[config.mk]
export PLATFORM = sky130hd
export DESIGN_NAME = cp0_timer_irq_flat
export DESIGN_NICKNAME = d
export VERILOG_FILES = /design/src/rtl/cp0_timer_irq_if.sv /design/src/rtl/cp0_timer_irq.sv /design/src/flat_wrapper.sv
export SDC_FILE = /design/constraint.sdc
export NUM_CORES = 1
export LEC_CHECK = 0
export BUFFER_PORTS_ARGS = -buffer_cell sky130_fd_sc_hd__buf_2
export CAP_MARGIN = 10
export CORE_ASPECT_RATIO = 1.5
export CORE_MARGIN = 3
export CORE_UTILIZATION = 52
export DETAILED_ROUTE_END_ITERATION = 12
export HOLD_SLACK_MARGIN = 0.05
export PLACE_DENSITY = 0.77
export SYNTH_ARGS = -nofsm -noshare
export SYNTH_HDL_FRONTEND = slang
export SYNTH_SLANG_ARGS = --single-unit
[constraint.sdc]
create_clock -name clk -period 3.1 [get_ports clk]
set_input_delay 0.465 -clock clk [delete_from_list [all_inputs] [get_ports clk]]
set_output_delay 0.465 -clock clk [all_outputs]
set_load 0.02 [all_outputs]
[src/rtl/cp0_timer_irq_if.sv]
`default_nettype none
// ============================================================================
//  Module      : cp0_timer_irq_if
//  Description : Pipeline-to-CP0 signal bundle. The M stage drives mfc0/mtc0
//                requests, exception/ERET status and the raw interrupt lines.
//                CP0 returns the take decision, EPC, timer flag and read data.
//                Ports: rd_addr, wr_addr, wr_data, we, pc, bd, exc_valid,
//                exc_code_in, bad_vaddr_in, eret, hwint (pipeline -> CP0);
//                exc_take, epc, timer_irq, rd_data (CP0 -> pipeline).
//  Revision    : 1.0 - initial release
// ============================================================================
interface cp0_timer_irq_if #(
    parameter int NUM_HWINT = 6
);
    logic [4:0]           rd_addr;
    logic [4:0]           wr_addr;
    logic [31:0]          wr_data;
    logic                 we;
    logic [31:0]          pc;
    logic                 bd;
    logic                 exc_valid;
    logic [4:0]           exc_code_in;
    logic [31:0]          bad_vaddr_in;
    logic                 eret;
    logic [NUM_HWINT-1:0] hwint;
    logic                 exc_take;
    logic [31:0]          epc;
    logic                 timer_irq;
    logic [31:0]          rd_data;

    // Pipeline side
    modport master (
        output rd_addr, wr_addr, wr_data, we, pc, bd, exc_valid,
               exc_code_in, bad_vaddr_in, eret, hwint,
        input  exc_take, epc, timer_irq, rd_data
    );

    // CP0 side
    modport slave (
        input  rd_addr, wr_addr, wr_data, we, pc, bd, exc_valid,
               exc_code_in, bad_vaddr_in, eret, hwint,
        output exc_take, epc, timer_irq, rd_data
    );
endinterface
`default_nettype wire

[src/rtl/cp0_timer_irq.sv]
`default_nettype none
// ============================================================================
//  Module      : cp0_timer_irq
//  Description : Coprocessor 0 for the 5-stage MIPS core. Holds SR, Cause,
//                EPC, PrID, BadVAddr, Count and Compare; decides exception
//                and interrupt entry for the M-stage instruction.
//  Ports       : clk, reset (synchronous, active-high)
//                bus (cp0_timer_irq_if.slave):
//                  in : rd_addr, wr_addr, wr_data, we, pc, bd, exc_valid,
//                       exc_code_in, bad_vaddr_in, eret, hwint
//                  out: exc_take (comb), epc (reg), timer_irq (reg),
//                       rd_data (comb)
//  Revision    : 1.0 - initial release
// ============================================================================
module cp0_timer_irq #(
    parameter int          NUM_HWINT = 6,            // 1..6, line i -> bit 10+i
    parameter bit          TIMER_EN  = 1'b1,
    parameter logic [31:0] PRID_VAL  = 32'h0000_5043
) (
    input  wire logic         clk,
    input  wire logic         reset,
    cp0_timer_irq_if.slave    bus
);

    localparam logic [4:0] c_reg_badvaddr = 5'd8;
    localparam logic [4:0] c_reg_count    = 5'd9;
    localparam logic [4:0] c_reg_compare  = 5'd11;
    localparam logic [4:0] c_reg_sr       = 5'd12;
    localparam logic [4:0] c_reg_cause    = 5'd13;
    localparam logic [4:0] c_reg_epc      = 5'd14;
    localparam logic [4:0] c_reg_prid     = 5'd15;

    localparam logic [4:0] c_exc_adel     = 5'd4;
    localparam logic [4:0] c_exc_ades     = 5'd5;

    // ------------------------------------------------------------------
    // State
    // ------------------------------------------------------------------
    logic [NUM_HWINT-1:0] im_q,       im_d;
    logic                 exl_q,      exl_d;
    logic                 ie_q,       ie_d;
    logic                 bd_q,       bd_d;
    logic                 ti_q,       ti_d;
    logic [NUM_HWINT-1:0] ip_q,       ip_d;
    logic [4:0]           exc_code_q, exc_code_d;
    logic [31:0]          epc_q,      epc_d;
    logic [31:0]          badvaddr_q, badvaddr_d;
    logic [31:0]          count_q,    count_d;
    logic [31:0]          compare_q,  compare_d;

    // ------------------------------------------------------------------
    // Combinational helpers
    // ------------------------------------------------------------------
    logic [NUM_HWINT-1:0] hwint_w;
    logic [NUM_HWINT-1:0] pend_w;
    logic                 int_pend_w;
    logic                 exc_take_w;
    logic [4:0]           take_code_w;
    logic [5:0]           im_ext_w;
    logic [5:0]           ip_ext_w;
    logic [31:0]          rd_data_w;

    assign hwint_w = bus.hwint;

    // The timer request shares the highest implemented interrupt line.
    generate
        if (TIMER_EN) begin : g_timer_line
            always_comb begin
                pend_w                = hwint_w;
                pend_w[NUM_HWINT-1]   = hwint_w[NUM_HWINT-1] | ti_q;
            end
        end else begin : g_no_timer_line
            always_comb begin
                pend_w = hwint_w;
            end
        end
    endgenerate

    assign int_pend_w  = ie_q & ~exl_q & (|(pend_w & im_q));
    assign exc_take_w  = int_pend_w | bus.exc_valid;
    // Interrupts outrank a synchronous exception in the same cycle.
    assign take_code_w = int_pend_w ? 5'd0 : bus.exc_code_in;

    // ------------------------------------------------------------------
    // Next-state logic
    // ------------------------------------------------------------------
    always_comb begin
        im_d       = im_q;
        exl_d      = exl_q;
        ie_d       = ie_q;
        bd_d       = bd_q;
        ti_d       = ti_q;
        exc_code_d = exc_code_q;
        epc_d      = epc_q;
        badvaddr_d = badvaddr_q;
        compare_d  = compare_q;
        ip_d       = pend_w;

        if (TIMER_EN) begin
            count_d = count_q + 32'd1;
            if (count_q == compare_q) begin
                ti_d = 1'b1;
            end
        end else begin
            count_d = 32'd0;
            ti_d    = 1'b0;
        end

        if (exc_take_w) begin
            // A nested entry keeps the original return point.
            if (!exl_q) begin
                epc_d = bus.bd ? (bus.pc - 32'd4) : bus.pc;
                bd_d  = bus.bd;
            end
            exl_d      = 1'b1;
            exc_code_d = take_code_w;
            if ((take_code_w == c_exc_adel) || (take_code_w == c_exc_ades)) begin
                badvaddr_d = bus.bad_vaddr_in;
            end
        end else begin
            if (bus.we) begin
                case (bus.wr_addr)
                    c_reg_count: begin
                        if (TIMER_EN) begin
                            count_d = bus.wr_data;
                        end
                    end
                    c_reg_compare: begin
                        if (TIMER_EN) begin
                            compare_d = bus.wr_data;
                            ti_d      = 1'b0;
                        end
                    end
                    c_reg_sr: begin
                        im_d  = bus.wr_data[10 +: NUM_HWINT];
                        exl_d = bus.wr_data[1];
                        ie_d  = bus.wr_data[0];
                    end
                    c_reg_epc: begin
                        epc_d = bus.wr_data;
                    end
                    default: begin
                    end
                endcase
            end
            if (bus.eret) begin
                exl_d = 1'b0;
            end
        end
    end

    // ------------------------------------------------------------------
    // Registers
    // ------------------------------------------------------------------
    always_ff @(posedge clk) begin
        if (reset) begin
            im_q       <= '1;
            exl_q      <= 1'b0;
            ie_q       <= 1'b1;
            bd_q       <= 1'b0;
            ti_q       <= 1'b0;
            ip_q       <= '0;
            exc_code_q <= 5'd0;
            epc_q      <= 32'd0;
            badvaddr_q <= 32'd0;
            count_q    <= 32'd0;
            compare_q  <= 32'd0;
        end else begin
            im_q       <= im_d;
            exl_q      <= exl_d;
            ie_q       <= ie_d;
            bd_q       <= bd_d;
            ti_q       <= ti_d;
            ip_q       <= ip_d;
            exc_code_q <= exc_code_d;
            epc_q      <= epc_d;
            badvaddr_q <= badvaddr_d;
            count_q    <= count_d;
            compare_q  <= compare_d;
        end
    end

    // ------------------------------------------------------------------
    // mfc0 read mux
    // ------------------------------------------------------------------
    always_comb begin
        im_ext_w                  = 6'd0;
        ip_ext_w                  = 6'd0;
        im_ext_w[NUM_HWINT-1:0]   = im_q;
        ip_ext_w[NUM_HWINT-1:0]   = ip_q;
    end

    always_comb begin
        rd_data_w = 32'd0;
        case (bus.rd_addr)
            c_reg_badvaddr: rd_data_w = badvaddr_q;
            c_reg_count:    rd_data_w = count_q;
            c_reg_compare:  rd_data_w = compare_q;
            c_reg_sr:       rd_data_w = {16'd0, im_ext_w, 8'd0, exl_q, ie_q};
            c_reg_cause:    rd_data_w = {bd_q, ti_q, 14'd0, ip_ext_w, 3'd0,
                                         exc_code_q, 2'd0};
            c_reg_epc:      rd_data_w = epc_q;
            c_reg_prid:     rd_data_w = PRID_VAL;
            default:        rd_data_w = 32'd0;
        endcase
    end

    assign bus.exc_take  = exc_take_w;
    assign bus.epc       = epc_q;
    assign bus.timer_irq = ti_q;
    assign bus.rd_data   = rd_data_w;

endmodule
`default_nettype wire

[src/flat_wrapper.sv]
// flat-port wrapper written by rule: the top's interface ports become plain ports
module cp0_timer_irq_flat 
#(
    parameter int          NUM_HWINT = 6,                                       
    parameter bit          TIMER_EN  = 1'b1,
    parameter logic [31:0] PRID_VAL  = 32'h0000_5043
)
  (clk, reset, bus_rd_addr, bus_wr_addr, bus_wr_data, bus_we, bus_pc, bus_bd, bus_exc_valid, bus_exc_code_in, bus_bad_vaddr_in, bus_eret, bus_hwint, bus_exc_take, bus_epc, bus_timer_irq, bus_rd_data);
  cp0_timer_irq_if #(.NUM_HWINT(NUM_HWINT)) bus_i ();
  input  wire logic clk;
  input  wire logic reset;
  input wire logic [$bits(bus_i.rd_addr)-1:0] bus_rd_addr;
  input wire logic [$bits(bus_i.wr_addr)-1:0] bus_wr_addr;
  input wire logic [$bits(bus_i.wr_data)-1:0] bus_wr_data;
  input wire logic [$bits(bus_i.we)-1:0] bus_we;
  input wire logic [$bits(bus_i.pc)-1:0] bus_pc;
  input wire logic [$bits(bus_i.bd)-1:0] bus_bd;
  input wire logic [$bits(bus_i.exc_valid)-1:0] bus_exc_valid;
  input wire logic [$bits(bus_i.exc_code_in)-1:0] bus_exc_code_in;
  input wire logic [$bits(bus_i.bad_vaddr_in)-1:0] bus_bad_vaddr_in;
  input wire logic [$bits(bus_i.eret)-1:0] bus_eret;
  input wire logic [$bits(bus_i.hwint)-1:0] bus_hwint;
  output wire logic [$bits(bus_i.exc_take)-1:0] bus_exc_take;
  output wire logic [$bits(bus_i.epc)-1:0] bus_epc;
  output wire logic [$bits(bus_i.timer_irq)-1:0] bus_timer_irq;
  output wire logic [$bits(bus_i.rd_data)-1:0] bus_rd_data;
  assign bus_i.rd_addr = bus_rd_addr;
  assign bus_i.wr_addr = bus_wr_addr;
  assign bus_i.wr_data = bus_wr_data;
  assign bus_i.we = bus_we;
  assign bus_i.pc = bus_pc;
  assign bus_i.bd = bus_bd;
  assign bus_i.exc_valid = bus_exc_valid;
  assign bus_i.exc_code_in = bus_exc_code_in;
  assign bus_i.bad_vaddr_in = bus_bad_vaddr_in;
  assign bus_i.eret = bus_eret;
  assign bus_i.hwint = bus_hwint;
  assign bus_exc_take = bus_i.exc_take;
  assign bus_epc = bus_i.epc;
  assign bus_timer_irq = bus_i.timer_irq;
  assign bus_rd_data = bus_i.rd_data;
  cp0_timer_irq #(.NUM_HWINT(NUM_HWINT), .TIMER_EN(TIMER_EN), .PRID_VAL(PRID_VAL)) u_core (.clk(clk), .reset(reset), .bus(bus_i));
endmodule
Yosys cells after proc, flatten, opt, wreduce, memory -nomap -nowiden
Cells that the tools add are included.
W data, S select, Z words.
{"block": "op_classes", "n_addsub": 2, "n_eq_ne": 15, "mux": 18, "bitwise_logic": 7, "reduce_logical": 12}
{"cell": "$mux W32", "n": 8}
{"cell": "$pmux W32 S7", "n": 1}
{"cell": "$eq A5 B4 Y1 const B", "n": 11}
{"cell": "$add A32 B1 Y32 const B", "n": 1}
{"cell": "$eq A32 B32 Y1", "n": 1}
{"cell": "$sub A32 B3 Y32 const B", "n": 1}
{"cell": "$eq A5 B3 Y1 const B", "n": 2}
{"cell": "$reduce_and A3 Y1", "n": 3}
{"cell": "$mux W1", "n": 8}
{"cell": "$and A6 B6 Y6", "n": 1}
{"cell": "$reduce_and A2 Y1", "n": 3}
{"cell": "$reduce_bool A3 Y1", "n": 2}
{"cell": "$reduce_or A6 Y1", "n": 1}
{"cell": "$mux W5", "n": 1}
{"cell": "$reduce_bool A2 Y1", "n": 2}
{"cell": "$and A1 B1 Y1", "n": 2}
{"cell": "$ne A2 B2 Y1 const B", "n": 1}
{"cell": "$not A1 Y1", "n": 2}
{"cell": "$or A1 B1 Y1", "n": 2}
{"cell": "$logic_or A1 B1 Y1", "n": 1}
{"block": "totals", "reg_bits": 149, "input_bits": 123, "out_inout_bits": 66, "wordCells": 65}

Logic depth before layout (Yosys ltp)
Gate-level depths: netlist (run 1).
{"block": "logic_depth", "word_depth": 8, "ltp_mapped": 7, "depth_no_buf": 7}

Worst setup path before layout (run 1)
OpenSTA, ideal clock, no wires.
{"block": "synth_path", "kind": "input-to-output", "start": "input port bus_rd_addr[0]", "end": "output port bus_rd_data[16]", "t_arrival_ns": 2.107, "t_required_ns": 2.635, "setup_slack_ns": 0.528, "path_stages": 5, "n_path_buf": 2, "path_cell_list": "clkbuf_1 nor4_1 clkbuf_1 a22o_1 a221o_1"}
{"block": "synth_via", "elab_chain_len": 2, "word_cells_on_any_way": 8, "cone_classes": "eq/ne: 7; mux: 1"}
{"element": "start: declaration", "line": "flat_wrapper.sv:12", "text": "input wire logic [$bits(bus_i.rd_addr)-1:0] bus_rd_addr;"}
{"element": "$eq A5 B4 Y1", "line": "cp0_timer_irq.sv:195", "text": "case (bus.rd_addr)"}
{"element": "$pmux W32 S7 *", "line": "cp0_timer_irq.sv:195"}
{"element": "end: declaration", "line": "flat_wrapper.sv:26", "text": "output wire logic [$bits(bus_i.rd_data)-1:0] bus_rd_data;"}
Every way passes the cells marked *; elsewhere a longest branch is shown, timed or not.

Worst setup path in the final report (run 1)
{"block": "layout_path", "start": "register u_core.im_q[1] (netlist: u_core.im_ext_w[1])", "end": "output port bus_exc_take"}
{"block": "layout_via", "elab_chain_len": 4}
{"element": "start: declaration", "line": "cp0_timer_irq.sv:39", "text": "logic [NUM_HWINT-1:0] im_q, im_d;"}
{"element": "start signal: assignment", "line": "cp0_timer_irq.sv:169", "text": "im_q <= im_d;"}
{"element": "$and A6 B6 Y6", "line": "cp0_timer_irq.sv:79", "text": "assign int_pend_w = ie_q & ~exl_q & (|(pend_w & im_q));"}
{"element": "$reduce_or A6 Y1", "line": "cp0_timer_irq.sv:79"}
{"element": "$and A1 B1 Y1", "line": "cp0_timer_irq.sv:79"}
{"element": "$or A1 B1 Y1", "line": "cp0_timer_irq.sv:80", "text": "assign exc_take_w = int_pend_w | bus.exc_valid;"}
{"element": "end: declaration", "line": "flat_wrapper.sv:23", "text": "output wire logic [$bits(bus_i.exc_take)-1:0] bus_exc_take;"}
Every way passes these cells.

==> summary.md, run 1 <==
| Metric | Value |
|---|---|
| Post-synthesis cell area | 8130 um^2 |
| Slew headroom | 0.5649 |
| ANT nets after route | 0 |
| Final setup violation count | 0 |
| Core Util, Final | 0.6507 |
| 1st-pass router iterations | 6 |
| Max Freq | 372.9 MHz |
| Fin crit period | 2682 ps |
| Internal | 3.498 mW |
| Layout Cells excl Fill | 1350 |
| P_leak | 3.801 nW |
| Peak supply drop | 0.3681 mV |
| Core area | 15210 um^2 |
| Mapped Cells | 978 |
| Via density per instance | 6.185 |
| Crit Path Category | flop to output pin |
| Clock Latency Late Sink | 420 ps |
| Synth Area per Inst | 8.313 um^2 |
| Distinct cells, synth | 69 |
| Post-CTS Setup Bufs | 0 |
| Crit path buffers/inverters | 4 |
| Post-Synth Simple-Gate Area | 0.2310 |
| CP required | 2630 ps |
| Largest family of logic cells by synthesized area | simple AND/OR/NAND/NOR gates |
| Area Overhead vs Synth | 21.71% |
| CP endpoint kind | output pin |
| RSZ-0062 raised after global routing | false |
| Synth top cells by count | dfxtp_1 (149), nand2_1 (126), nor2_1 (94), a21oi_1 (64), mux2i_1 (54) |
| Final GP Congestion | 0.9596 |
| Die Ht | 159.1 um |
| Final wirelength | 27980 um |
| Maximum Capacitance Violations | 0 |
| Worst hold slack | 277.8 ps |
| Synth top area share | 0.3669 |
| Clk network pwr share | 0.449 |
| Synth Net Count | 1103 |
| Slew Limit Fails | 0 |
| Grt ovf | 0 |
| Gr usage total | 0.3222 |
| Initial antenna violation count | 1 |
| Most common cell in the netlist | dfxtp_1 |
| Main synth FF type | dfxtp_1 |
| Nets | 1262 |
| Die Wd | 108.1 um |
| Crit start category | flop |
| Via count | 8350 |
| Vias in the first global route | 7888 |
| DRC errors left | 0 |
| Largest cells by area after synthesis | dfxtp_1 (37%), mux2i_1 (6.6%), nand2_1 (5.8%), xnor2_1 (5.3%), nor2_1 (4.3%) |
| Post-synth EDFFs | 0 |
| Hold Fails Final Rpt | 0 |
| Reg area | 2983 um^2 |
| Max Buffers Root-to-Sink | 2 |
| Iter 0 DRT Violations | 882 |
| Row count | 55 |
| Clk slew on worst S/H paths | 60 ps |
| Final Cycle Share | 0.8651 |
| Slowest CP cell | buf_4 |
| CTS Root Cell | clkbuf_16 |
| CTS tree | yes |
| Hold WC Path Type | input pin to flop |
| First-pass GRT wire length | 43280 um |
| DP HPWL | 20530 um |
| Worst Max-Slew Pin Slew | 651.1 ps |
| Sw Share | 0.2689 |
| Sequential share of the synthesized area | 0.3669 |
| Compound-Gate Fraction of Synth Area | 0.1999 |
| Cell family with most CP delay | buffers and inverters |
| Synth Warn # | 0 |
| Placed Instances | 1317 |
| Sequential group share of total power | 0.428 |
| Starting density of the core | 0.5346 |
| Largest area contributor in the netlist | dfxtp_1 |
| #FFs+latches synth | 149 |
| Share of cells above drive strength 1 | 0.2278 |
| Arr. time, crit path | 2220 ps |
| IO Pins | 189 |
| Port bufs | 188 |
| Layout Skew | 11.37 ps |
| Die area | 17200 um^2 |
| CP max stage delay | 420 ps |
| Num CTS Buffers | 17 |
| Mux contribution to synthesized area | 0.06648 |
| Gate power share | 0.123 |
| Power per cell area | 483.4 nW/um^2 |
| Clk sink count | 149 |
| Multi-input gate area | 4807 um^2 |
| Post-synthesis async set-or-reset flop share | 0 |
| Cell Chain, Critical Path | a222oi_1 > buf_4 > a31oi_2 > buf_4 > nor2_2 > inv_1 > buf_2 |
| P_sw | 1.286 mW |
| Fin Setup TNS | 0 ps |
| CTS Hold Bufs | 0 |
| DR WL/cell | 20.73 um |
| Final-layout fill cell count | 1372 |
| Post_cts resized | 0 |
| CP most frequent cell | buf_4 |
| Crit Path Max Fanout | 29 |
| Post-Synth XOR/XNOR Area | 0.08833 |
| Post-synthesis adder-cell area fraction | 0.003078 |
| # H-tree levels | 4 |
| Status | complete, no violations |
| Pin count of the biggest net entering global routing | 65 |
## cell type report
cell class	count	share of cell area
timing repair buffer	215	0.1221
inverter	8	0.003035
clock buffer	19	0.04476
antenna	1	0.0002529
multi-input combinational	746	0.4858
sequential	149	0.3014
clock inverter	13	0.01745
tap	199	0.02516
## cell families (layout without fill, tap and decap cells)
logic type,after synthesis,after routing
AOI/OAI and AO/OA,229,229
and+or+nand+nor,379,379
other,0,1
muxes,54,54
DFF,149,149
adders and majority gates,2,2
xor gates and xnor gates,82,82
buffers and inverters,83,255
## cell usage in the layout, fill, tap and decap left out, types with 5 or more instances in the layout
cell | Yosys | routed
nor3_1 | 28 | 28
a221o_1 | 23 | 23
nand3_1 | 30 | 30
o211ai_1 | 9 | 9
dfxtp_1 | 149 | 149
nand4_1 | 30 | 30
nor4_1 | 12 | 11
xnor2_1 | 49 | 49
clkbuf_16 | 0 | 17
buf_4 | 1 | 23
nor2_1 | 94 | 94
a21oi_1 | 64 | 64
o21ai_0 | 22 | 22
xor2_1 | 33 | 33
inv_1 | 8 | 8
a211o_1 | 12 | 12
or3_1 | 7 | 7
and3_1 | 7 | 7
a22oi_1 | 19 | 19
mux2i_1 | 54 | 54
buf_2 | 12 | 187
nand2_1 | 126 | 126
a22o_1 | 16 | 16
buf_12 | 0 | 5
a211oi_1 | 32 | 32
nor2b_1 | 7 | 7
## path summary, 6_finish.rpt
| kind | cells after the start | endpoint | from | slack [ps] |
|---|---|---|---|---|
| setup reg to reg | 9 | u_core.bus.epc[3]$_SDFFE_PP0P_ | u_core.im_ext_w[1]$_SDFFE_PP1P_ | 630 |
| hold reg to reg | 2 | u_core.bd_q$_SDFFE_PP0P_ | u_core.bd_q$_SDFFE_PP0P_ | 470 |
| hold / removal | 3 | u_core.badvaddr_q[20]$_SDFFE_PP0P_ | bus_bad_vaddr_in[20] | 280 |
| setup / recovery | 7 | bus_exc_take | u_core.im_ext_w[1]$_SDFFE_PP1P_ | 420 |
## worst min-delay path, stage by stage
cell and delay, ps:
buf_2 80, mux2i_1 50, nor2_1 70
## per-stage QoR
| step | instance area, um^2 | setup WS [ps] | total power, mW |
|---|---|---|---|
| 6_report | 9896 | 418.2 | 4.784 |
| 2_1_floorplan | 8130 | 527.8 | 2.378 |
| 5_1_grt | 9896 | 345.3 | 4.918 |
| 3_5_place_dp | 9278 | 519.5 | 2.662 |
| 4_1_cts | 9893 | 459.4 | 4.785 |
| 3_3_place_gp | 9278 | 577.3 | 2.657 |
## power groups by stage
| stage | registers [mW] | clock network, mW | logic, mW |
|---|---|---|---|
| after floorplan | 2.11 | 0 | 0.272 |
| after global placement | 2.08 | 0 | 0.574 |
| after detailed placement | 2.08 | 0 | 0.579 |
| after CTS | 2.04 | 2.16 | 0.583 |
| after global routing | 2.05 | 2.23 | 0.636 |
| final | 2.05 | 2.15 | 0.590 |
## layer usage
metal | track usage | up-vias | share of wire
li1 | - | 3893 | -
met1 | 0.4153 | 3886 | 0.40
met2 | 0.5116 | 472 | 0.46
met3 | 0.06450 | 99 | 0.090
met4 | 0.1562 | 0 | 0.050
met5 | 0 | - | 0
## registers in the layout, indices dropped and copies added (netlist names)
name / flops
u_core.compare_q: 32
u_core.count_q: 32
u_core.badvaddr_q: 32
u_core.bus.epc: 32
u_core.exc_code_q: 5
u_core.bus.timer_irq: 1
u_core.exl_q: 1
u_core.bd_q: 1
u_core.im_ext_w: 6
u_core.ie_q: 1
u_core.ip_ext_w: 6
Note: power is estimated with default switching activity, not from simulation.
==> inputs of run 2 (changes only) <==
==> constraint.sdc (replaced) <==
create_clock -name clk -period 3.1 [get_ports clk]
set_input_delay 0.62 -clock clk [delete_from_list [all_inputs] [get_ports clk]]
set_output_delay 0.62 -clock clk [all_outputs]
set_load 0.02 [all_outputs]
==> run 2 against run 1 <==
Compared with the run above: critical path depth decreased by 1; routed wire length fell by 0.25%; utilization shrank 0.16 points; clock skew shrank 2.3 ps; final cell count about the same; largest power group is now sequential cells; die area is the same; largest cell class unchanged; global-route usage shrank 0.20 points.
==> summary.md, run 2 (synthesis results as in run 1) <==
| Metric | Value |
|---|---|
| Initial antenna violation count | 3 |
| Gate power share | 0.126 |
| Sequential group share of total power | 0.440 |
| Slew headroom | 0.3404 |
| Pin count of the biggest net entering global routing | 87 |
| Die Wd | 108.1 um |
| Cell family with most CP delay | simple AND/OR/NAND/NOR gates |
| CP endpoint kind | output pin |
| Hold WC Path Type | input pin to flop |
| Cell Chain, Critical Path | buf_2 > inv_1 > nor3_1 > o21ai_0 > nand3_1 > buf_2 |
| First-pass GRT wire length | 42990 um |
| FF-to-FF End | u_core.bus.epc[3]$_SDFFE_PP0P_ |
| Placed Instances | 1316 |
| # H-tree levels | 4 |
| Status | complete, no violations |
| Core area | 15210 um^2 |
| Post-place instance area | 9295 um^2 |
| Final setup violation count | 0 |
| Hold Crit Endpoint | u_core.badvaddr_q[4]$_SDFFE_PP0P_ |
| IO Pins | 189 |
| Share of cells above drive strength 1 | 0.2280 |
| Via count | 8378 |
| Worst reg-to-reg setup slack | 690 ps |
| ANT nets after route | 0 |
| WP depth | 6 |
| Internal | 3.321 mW |
| Clk sink count | 149 |
| Crit Path Max Fanout | 8 |
| Final Cycle Share | 0.9076 |
| Gr usage total | 0.3202 |
| Hold Fails Final Rpt | 0 |
| Slowest CP cell | nor3_1 |
| CP most frequent cell | buf_2 |
| CP max stage delay | 540 ps |
| 1st-pass router iterations | 5 |
| Min-delay src | bus_bad_vaddr_in[4] |
| Clk network pwr share | 0.434 |
| Grt ovf | 0 |
| Reg area | 2983 um^2 |
| P_leak | 3.787 nW |
| Crit start category | input pin |
| Clock Latency Late Sink | 430 ps |
| P_sw | 1.329 mW |
| Core Util, Final | 0.6491 |
| Sw Share | 0.2858 |
| Most frequent cells in the layout | buf_2 (187), dfxtp_1 (149), nand2_1 (126) |
| Post-CTS Setup Bufs | 0 |
| Power per cell area | 471.0 nW/um^2 |
| Cell area after layout | 9872 um^2 |
| Max Freq | 355.4 MHz |
| Via density per instance | 6.201 |
| Die Ht | 159.1 um |
| Nets | 1261 |
| R2R depth | 8 |
| Arr. time, crit path | 2190 ps |
| Starting density of the core | 0.5346 |
| CTS Hold Bufs | 0 |
| CTS Root Cell | clkbuf_16 |
| Area Overhead vs Synth | 21.42% |
| Hold path depth | 3 |
| Most common cell after layout, fill and taps aside | buf_2 |
| Post_cts resized | 0 |
| Row count | 55 |
| Port bufs | 188 |
| CP required | 2480 ps |
| DRC errors left | 0 |
| RSZ-0062 raised after global routing | false |
| Layout Cells excl Fill | 1351 |
| Crit path buffers/inverters | 3 |
| Crit Path Category | input pin to output pin |
| Iter 0 DRT Violations | 968 |
| Num CTS Buffers | 17 |
| Peak supply drop | 0.3589 mV |
| Worst Max-Slew Pin Slew | 989.5 ps |
| Vias in the first global route | 7788 |
| DR WL/cell | 20.66 um |
| Slew Limit Fails | 0 |
| Max Buffers Root-to-Sink | 2 |
| CTS tree | yes |
| Final Power | 4.650 mW |
| Multi-input gate area | 4807 um^2 |
| Final-layout fill cell count | 1350 |
| Fin crit period | 2814 ps |
| Clk slew on worst S/H paths | 70 ps |
| Fin Setup TNS | 0 ps |
| Layout Skew | 9.116 ps |
| DP HPWL | 20700 um |
| Die area | 17200 um^2 |
| Final wirelength | 27910 um |
| Final GP Congestion | 0.9529 |
| Reg2Reg Launch Point | u_core.exl_q$_SDFFE_PP0P_ |
| Maximum Capacitance Violations | 0 |
## run 2: cell count changes in the layout (fill, tap and decap cells not counted)
cell | previous run | this run
buf_4 | 23 | 20
clkbuf_8 | 1 | 0
diode_2 | 1 | 3
bufinv_16 | 3 | 1
clkinv_2 | 1 | 2
clkinv_4 | 2 | 1
inv_6 | 3 | 7
clkbuf_1 | 1 | 0
buf_12 | 5 | 7
## run 2: how the worst max path moves through the flow
stage / slack (ps) / start / to
6_report: 290 / bus_rd_addr[2] / bus_rd_data[14]
3_5_place_dp: 290 / bus_rd_addr[2] / bus_rd_data[14]
3_3_place_gp: 280 / bus_rd_addr[2] / bus_rd_data[14]
4_1_cts: 310 / bus_rd_addr[2] / bus_rd_data[14]
5_1_grt: 140 / bus_rd_addr[2] / bus_rd_data[14]
2_1_floorplan: 220 / bus_rd_addr[0] / bus_rd_data[16]
## run 2: worst min-delay path, stage by stage
cell,delay (ps)
buf_2,80
mux2i_1,60
nor2_1,70
## run 2: final cells by class
type | instances | area share
Clock buffer | 17 | 0.04309
Inverter | 8 | 0.003042
Sequential cell | 149 | 0.3022
Multi-Input combinational cell | 746 | 0.4869
Tap cell | 199 | 0.02522
Clock inverter | 15 | 0.01458
Antenna cell | 3 | 0.0007605
Timing Repair Buffer | 214 | 0.1242
## run 2: metal layers
layer / routed length, um / GRT usage
met5: 0 / 0
met4: 1157 / 0.1379
met3: 2353 / 0.06369
met2: 13390 / 0.5142
met1: 11010 / 0.4154
## run 2: through the flow
stage | hold slack, ps | setup slack [ps]
global placement | 442.8 | 284.5
floorplan | 436.0 | 217.8
finish | 428.4 | 286.4
CTS | 421.9 | 312.0
global route | 435.3 | 144.6
detailed placement | 451.1 | 285.2
## run 2: power by group through the flow
stage	clock network, mW	registers, mW	logic (mW)
after floorplan	0	2.11	0.272
after global placement	0	2.09	0.572
after detailed placement	0	2.09	0.578
after CTS	2.02	2.04	0.581
after global routing	2.11	2.05	0.630
final	2.02	2.05	0.587
==> inputs of run 3 (changes only) <==
--- a/config.mk
+++ b/config.mk
@@ -12,7 +12,7 @@
 export CORE_UTILIZATION = 52
 export DETAILED_ROUTE_END_ITERATION = 12
 export HOLD_SLACK_MARGIN = 0.05
-export PLACE_DENSITY = 0.77
+export PLACE_DENSITY_LB_ADDON = 0.3
 export SYNTH_ARGS = -nofsm -noshare
 export SYNTH_HDL_FRONTEND = slang
 export SYNTH_SLANG_ARGS = --single-unit
==> run 3 against run 2 <==
Compared with the run above: sequential power barely moved; sequential cell count stayed put; routed wire length is 0.74% higher; non-clock buffer count grew 8; via count is 0.98% higher; global-route usage barely moved; clock skew decreased by 1.0 ps; final cell count up 0.67%; sequential share of layout area decreased by 0.36 points; largest power group is now the clock network.
==> summary.md, run 3 (synthesis results as in run 1) <==
| Metric | Value |
|---|---|
| Final-layout fill cell count | 1319 |
| Via count | 8460 |
| Hold Fails Final Rpt | 0 |
| Clk sink count | 149 |
| 1st-pass router iterations | 5 |
| Power per cell area | 489.7 nW/um^2 |
| Die Wd | 108.1 um |
| Gr usage total | 0.3206 |
| Final Power | 4.893 mW |
| Via density per instance | 6.221 |
| Final setup violation count | 0 |
| Most common cell after layout, fill and taps aside | buf_2 |
| Worst reg-to-reg setup slack | 780 ps |
| DR WL/cell | 20.68 um |
| First-pass GRT wire length | 43200 um |
| Fin Setup TNS | 0 ps |
| Crit Path Category | input pin to output pin |
| Iter 0 DRT Violations | 798 |
| Final wirelength | 28120 um |
| Multi-input gate area | 4807 um^2 |
| CTS Hold Bufs | 0 |
| Most frequent cells in the layout | buf_2 (187), dfxtp_1 (149), nand2_1 (126) |
| IO Pins | 189 |
| Clk slew on worst S/H paths | 60 ps |
| Clock Latency Late Sink | 430 ps |
| Core area | 15210 um^2 |
| Post-CTS Setup Bufs | 0 |
| Slew Limit Fails | 0 |
| Initial antenna violation count | 3 |
| Port bufs | 188 |
| DP HPWL | 20530 um |
| Peak supply drop | 0.4201 mV |
| CP required | 2480 ps |
| Nets | 1269 |
| Maximum Capacitance Violations | 0 |
| Post_cts resized | 0 |
| Crit Path Max Fanout | 32 |
| Final Cycle Share | 0.8842 |
| Area Overhead vs Synth | 22.90% |
| CP endpoint kind | output pin |
| Starting density of the core | 0.5346 |
| RSZ-0062 raised after global routing | false |
| Final GP Congestion | 0.9494 |
| Grt ovf | 0 |
| Reg area | 2983 um^2 |
| P_leak | 3.853 nW |
| Worst Max-Slew Pin Slew | 657.9 ps |
| Vias in the first global route | 7942 |
| ANT nets after route | 0 |
| Layout Skew | 8.114 ps |
| Pin count of the biggest net entering global routing | 65 |
| Hold WC Path Type | input pin to flop |
| Share of cells above drive strength 1 | 0.2316 |
| CTS tree | yes |
| Status | complete, no violations |
| Row count | 55 |
| Crit start category | input pin |
| CTS Root Cell | clkbuf_16 |
| Fin crit period | 2741 ps |
| # H-tree levels | 4 |
| Die Ht | 159.1 um |
| Max Buffers Root-to-Sink | 2 |
| Num CTS Buffers | 17 |
| Die area | 17200 um^2 |
| DRC errors left | 0 |
| Slew headroom | 0.5614 |
| Max Freq | 364.8 MHz |
| Arr. time, crit path | 2120 ps |
## run 3: routing by layer
metal | track usage | vias to the layer above | routed length, um
met5 | 0 | - | 0
met4 | 0.1505 | 0 | 1221
met3 | 0.05355 | 87 | 2450
met2 | 0.5190 | 499 | 13380
met1 | 0.4131 | 3961 | 11070
li1 | - | 3913 | -
## run 3: power breakdown
group          switching (mW)  leakage [nW]  total [mW]  internal (mW)
Combinational           0.370          2.33       0.599          0.229
Clock                   0.821         0.307        2.25           1.43
Sequential             0.0712          1.21        2.05           1.98
## run 3: worst paths after layout
kind	to	depth (start not counted)	start
max	bus_rd_data[30]	7	bus_rd_addr[0]
min	u_core.badvaddr_q[2]$_SDFFE_PP0P_	3	bus_bad_vaddr_in[2]
max reg2reg	u_core.compare_q[19]$_SDFFE_PP0P_	7	u_core.im_ext_w[0]$_SDFFE_PP1P_
min reg2reg	u_core.bd_q$_SDFFE_PP0P_	2	u_core.bd_q$_SDFFE_PP0P_
## run 3: critical path: stages
cell and delay, ps:
buf_2 230, nor4b_2 390, buf_12 260, nand2_1 70, o21ai_0 160, a221o_1 210
buf_2 170
## run 3: cell type report
class	instances	share of cell area
Multi-Input combinational cell	746	0.4811
Sequential cell	149	0.2985
Timing Repair Buffer	222	0.1275
Clock buffer	19	0.04333
Tap cell	199	0.02492
Clock inverter	13	0.02066
Inverter	8	0.003005
Antenna cell	4	0.001002
## run 3: per-stage QoR
step / hold slack (ps) / setup WS (ps) / instances / util / cell area [um^2]
3_3_place_gp: 452.0 / 454.9 / 1324 / 0.6143 / 9343
2_1_floorplan: 436.0 / 217.8 / 978 / - / 8130
5_1_grt: 425.0 / 259.8 / 1359 / 0.6568 / 9990
6_report: 430.5 / 358.9 / 1360 / 0.6570 / 9992
4_1_cts: 419.7 / 395.3 / 1356 / 0.6564 / 9982
3_5_place_dp: 457.6 / 426.4 / 1324 / 0.6143 / 9343
